--- config.mk ---
export PLATFORM = sky130hd
export DESIGN_NAME = uart_tx_sched
export DESIGN_NICKNAME = d
export VERILOG_FILES = /design/src/rtl/uart_tx_sched.sv
export SDC_FILE = /design/constraint.sdc
export NUM_CORES = 1
export LEC_CHECK = 0
export BUFFER_PORTS_ARGS = -buffer_cell sky130_fd_sc_hd__clkbuf_2
export CORE_MARGIN = 3
export CORE_UTILIZATION = 56
export DETAILED_ROUTE_END_ITERATION = 10
export PLACE_DENSITY = 0.8
export SYNTH_ARGS = -nofsm -noshare
export SYNTH_HDL_FRONTEND = slang
export SYNTH_SLANG_ARGS = --single-unit
--- constraint.sdc ---
create_clock -name clk -period 4.4 [get_ports clk]
set_input_delay 0.88 -clock clk [delete_from_list [all_inputs] [get_ports clk]]
set_output_delay 0.88 -clock clk [all_outputs]
set_load 0.02 [all_outputs]
--- src/rtl/uart_tx_sched.sv ---
// uart_tx_sched: round-robin framer sharing one UART transmitter (sync, payload, inverted checksum)
module uart_tx_sched #(
  parameter int NUM_REQ = 2,
  parameter logic [7:0] SYNC_BYTE = 8'hAA,
  parameter int MAX_LEN = 16
) (
  input  logic                 clk,
  input  logic                 rst_n,
  input  logic [NUM_REQ-1:0]   req_valid,
  input  logic [8*NUM_REQ-1:0] req_data,
  input  logic [NUM_REQ-1:0]   req_last,
  output logic [NUM_REQ-1:0]   req_ready,
  output logic [NUM_REQ-1:0]   grant,
  output logic                 busy,
  output logic                 trmt,
  output logic [7:0]           tx_data,
  input  logic                 tx_done
);
  localparam int IW = NUM_REQ > 2 ? 2 : 1;
  typedef enum logic [2:0] {IDLE, HDR, HDR_W, PLD, PLD_W, CSUM, CSUM_W} state_t;
  state_t state, state_nxt;
  logic [IW-1:0] rr_ptr, rr_nxt, g, g_nxt, pick, pick_lo, pick_hi;
  logic hi_found, busy_nxt, trmt_nxt, last_seen, last_nxt, last_in, done_w, accept;
  logic [NUM_REQ-1:0] grant_nxt;
  logic [7:0] tx_nxt, sum, sum_nxt, cnt, cnt_nxt, byte_in;
  assign req_ready = (state == PLD) ? (grant & req_valid) : '0;
  assign accept = |req_ready;
  // tx_done is still high from the previous byte while trmt is out, so only trust it afterwards
  assign done_w = tx_done & ~trmt;
  always_comb begin
    pick_lo = '0;
    pick_hi = '0;
    hi_found = 1'b0;
    byte_in = 8'h00;
    last_in = 1'b0;
    for (int i = NUM_REQ - 1; i >= 0; i--) begin
      if (req_valid[i]) pick_lo = IW'(i);
      if (req_valid[i] && IW'(i) >= rr_ptr) begin
        pick_hi = IW'(i);
        hi_found = 1'b1;
      end
      if (IW'(i) == g) begin
        byte_in = req_data[8*i +: 8];
        last_in = req_last[i];
      end
    end
    pick = hi_found ? pick_hi : pick_lo;
  end
  always_comb begin
    state_nxt = state;
    grant_nxt = grant;
    busy_nxt = busy;
    trmt_nxt = 1'b0;
    tx_nxt = tx_data;
    sum_nxt = sum;
    cnt_nxt = cnt;
    last_nxt = last_seen;
    rr_nxt = rr_ptr;
    g_nxt = g;
    case (state)
      IDLE: if (|req_valid) begin
        g_nxt = pick;
        for (int i = 0; i < NUM_REQ; i++) grant_nxt[i] = (IW'(i) == pick);
        busy_nxt = 1'b1;
        sum_nxt = 8'h00;
        cnt_nxt = 8'h00;
        last_nxt = 1'b0;
        state_nxt = HDR;
      end
      HDR: begin
        trmt_nxt = 1'b1;
        tx_nxt = SYNC_BYTE;
        state_nxt = HDR_W;
      end
      HDR_W: state_nxt = done_w ? PLD : HDR_W;
      PLD: if (accept) begin
        trmt_nxt = 1'b1;
        tx_nxt = byte_in;
        sum_nxt = sum + byte_in;
        cnt_nxt = cnt + 8'd1;
        last_nxt = last_in | ((cnt + 8'd1) == 8'(MAX_LEN));
        state_nxt = PLD_W;
      end
      PLD_W: state_nxt = done_w ? (last_seen ? CSUM : PLD) : PLD_W;
      CSUM: begin
        trmt_nxt = 1'b1;
        tx_nxt = ~sum;
        state_nxt = CSUM_W;
      end
      CSUM_W: if (done_w) begin
        grant_nxt = '0;
        busy_nxt = 1'b0;
        rr_nxt = (g == IW'(NUM_REQ - 1)) ? '0 : g + 1'b1;
        state_nxt = IDLE;
      end
      default: state_nxt = IDLE;
    endcase
  end
  always_ff @(posedge clk or negedge rst_n) begin
    if (!rst_n) begin
      state <= IDLE;
      grant <= '0;
      busy <= 1'b0;
      trmt <= 1'b0;
      tx_data <= 8'h00;
      sum <= 8'h00;
      cnt <= 8'h00;
      last_seen <= 1'b0;
      rr_ptr <= '0;
      g <= '0;
    end else begin
      state <= state_nxt;
      grant <= grant_nxt;
      busy <= busy_nxt;
      trmt <= trmt_nxt;
      tx_data <= tx_nxt;
      sum <= sum_nxt;
      cnt <= cnt_nxt;
      last_seen <= last_nxt;
      rr_ptr <= rr_nxt;
      g <= g_nxt;
    end
  end
endmodule

==> metrics <==
status=completed; syn_area_per_cell=slightly above 9 um^2; area of the core=between 0.003 and 0.004 mm^2; largest net degree at the start of global routing=35; Clk Latency, worst-skew pair=340 ps; Critical Path, Cell by Cell=nand3b_1, nor2_1, clkbuf_2; DR pass1 iterations=4; Layout area overhead=11.7%; drt wl/cell=about 14 um; detailed router's first-iteration violation count=~110; cts hold-fix bufs=0; RSZ-0062 raised after global routing=no; Hold Slack=slightly below 500 ps; register area share after synthesis=a little over two fifths; Clock Skew=14.5 ps; FF+latch count, synth=34; setup TNS=0 ps; Die ar.=approximately 0.0043 mm^2; CP max FO=13; vias in the first global route=1540; Cell Area, Synth=0.00201 mm^2; warnings from Yosys=0; leakage=approximately 1.0 nW; period utilization=between 60% and 70%; flop-to-flop setup slack=between 1500 and 2000 ps; max-slew violation count=0; DR vias=1737; startpoint class of the critical path=flop; worst vdd ir=0.252 mV; final hold vios=0; total power=between 1 and 1.5 mW; synth unique cells=43; Tmin final=about 2700 ps; WP data arrival=between 1500 and 2000 ps; row count=21; count of flip-flops with a built-in enable after synthesis=0; Mapped Cells=222; Worst Hold Launch=busy; GP Congestion=0.831; R2R Path End=sum[6]; Antenna Nets Post-Route=0; Final setup viols=0; via/cell ratio=just under 6; clock tree buffer depth=2; Rel. slew slack=between 20% and 30%; Detailed Place HPWL=between 3 and 4 mm; Reg clk slew, reported paths=about 110 ps; post-CTS setup buffers=0; post-route DRC violation count=0; R2R cell count=8; grt ovf=0; max incr delay on CP=570 ps; height of the die=about 66 um; num ports=37; H-tree level count=2; Tightest Hold Check Type=reg -> reg; Max Freq=approximately 0.37 GHz; top post-synthesis cells by area=dfrtp_1 42%, nand2_1 6.0%, ha_1 5.0%, a21oi_1 4.2%, mux2_2 3.9%; PwrDens=between 600 and 700 mW/mm^2; initial antenna violation count=0; Cells after DPL=approximately 300; layout cells sized above 1=20.8%; Ant. Diodes=0; GR Util All Layers=between 20% and 30%; Layout Cells excl Fill=between 300 and 400; post_cts resized=0; main flop type after synthesis=dfrtp_1; slowest stage cell, crit path=dfrtp_1; critical path buffer and inverter count=1; CTS tree=yes; max cap viols=0; CP top delay family=simple AND/OR/NAND/NOR gates; nets=around 290; CP Capture Type=output port; Root Driver=clkbuf_4; WP data required=~3500 ps; Hold Crit Depth=2; Synth area leader=dfrtp_1; worst slew pin tran=1070 ps; Crit Path Category=reg -> out; I/O Buffers=36; asr flop ratio synth=between 90% and 100%; first-pass GRT wire length=around 7.1 mm; initial core utilization=about three fifths; Hold Crit Endpoint=busy; Post-Syn Nets=about 250; Sink Count=34; WL final=around 4.4 mm; Synth top area share=42.3%; most frequent cells in the layout=36 x clkbuf_2, 34 x dfrtp_1, 32 x nand2_1; Critical R2R Launch=g; Die Width=around 66 um; fillers=between 200 and 300; most common cell after layout, fill and taps aside=clkbuf_2; Num CTS Buffers=5
flip-flops by register name, summed over array words and instances, names as in the netlist:
register and count:
cnt 8, sum 8, last_seen 1, grant 2, g 1, state 3, tx_data 8, rr_ptr 1
busy 1, trmt 1
stage by stage:
| step | utilization [%] | setup slack, ps | cell area [um^2] |
|---|---|---|---|
| after detailed placement | 64.8 | 1560 | 2200 |
| after global placement | 64.8 | 1580 | 2200 |
| after CTS | 66.2 | 1700 | 2240 |
| after floorplan | - | 1770 | 2010 |
| final | 66.2 | 1680 | 2240 |
| after global routing | 66.2 | 1520 | 2240 |
cell usage after synthesis, types with 2 or more instances:
| cell type | n |
|---|---|
| dfrtp_1 | 34 |
| a21o_1 | 3 |
| clkbuf_1 | 2 |
| a211oi_1 | 3 |
| nor2b_1 | 2 |
| buf_2 | 7 |
| a31oi_1 | 5 |
| nor2_1 | 18 |
| ha_1 | 8 |
| a22o_1 | 4 |
| or3_1 | 2 |
| xnor2_1 | 3 |
| inv_1 | 5 |
| mux2_2 | 7 |
| nand3_1 | 7 |
| xor2_1 | 3 |
| nand2_1 | 32 |
| o21ai_0 | 11 |
| a21oi_1 | 17 |
| nor3_1 | 4 |
| o31ai_1 | 4 |
| o21a_1 | 5 |
| o21ai_1 | 11 |
| o211ai_1 | 4 |
| mux2i_1 | 2 |
| o21bai_1 | 2 |
logic make-up after synthesis:
family / after synthesis / share of synthesized area (%)
flip-flops: 34 / 42.3
multiplexers: 9 / 4.92
AO/OA/AOI/OAI: 77 / 24.7
adder cells (fa/ha/maj): 9 / 5.98
AND/OR/NAND/NOR: 72 / 16.1
buffers and inverters: 15 / 3.42
XOR/XNOR: 6 / 2.62
cell type report:
class | count | area [um^2] | area share [%]
multi-input combinational | 173 | 1090 | 48.6
clock buffer | 5 | 37.5 | 1.67
timing repair buffer | 36 | 180 | 8.03
clock inverter | 2 | 10.0 | 0.446
tap | 46 | 57.6 | 2.56
sequential | 34 | 851 | 37.9
inverter | 5 | 18.8 | 0.836
worst reg2reg max path, cell delays in order (launching register included):
cell and delay [ps]:
dfrtp_1 670, mux2_2 420, ha_1 210, fa_1 420, a211oi_1 310, o21bai_1 110
a21oi_1 170, xor2_1 160, o21ai_1 70
power breakdown:
group	internal, mW	switching (mW)
sequential	0.415	0.122
combinational	0.276	0.420
clock	0.0574	0.101
worst max path at each step:
stage           startpoint            to  slack, ps  cells past startpoint
6_report          state[1]  req_ready[0]       1680                      3
3_3_place_gp   req_data[8]        sum[6]       1580                      9
2_1_floorplan  req_data[8]        sum[6]       1770                      8
4_1_cts                  g        sum[6]       1700                      8
5_1_grt                  g        sum[6]       1520                      8
3_5_place_dp   req_data[8]        sum[6]       1560                      9
layer usage:
layer	part of all wire [%]	vias to the layer above	global-route usage, %
li1	-	872	-
met4	1.3	0	9.84
met5	0	-	0
met3	4.0	7	5.27
met2	44	33	33.0
met1	50	825	28.9
No activity file was read; power rests on OpenSTA's default activity.
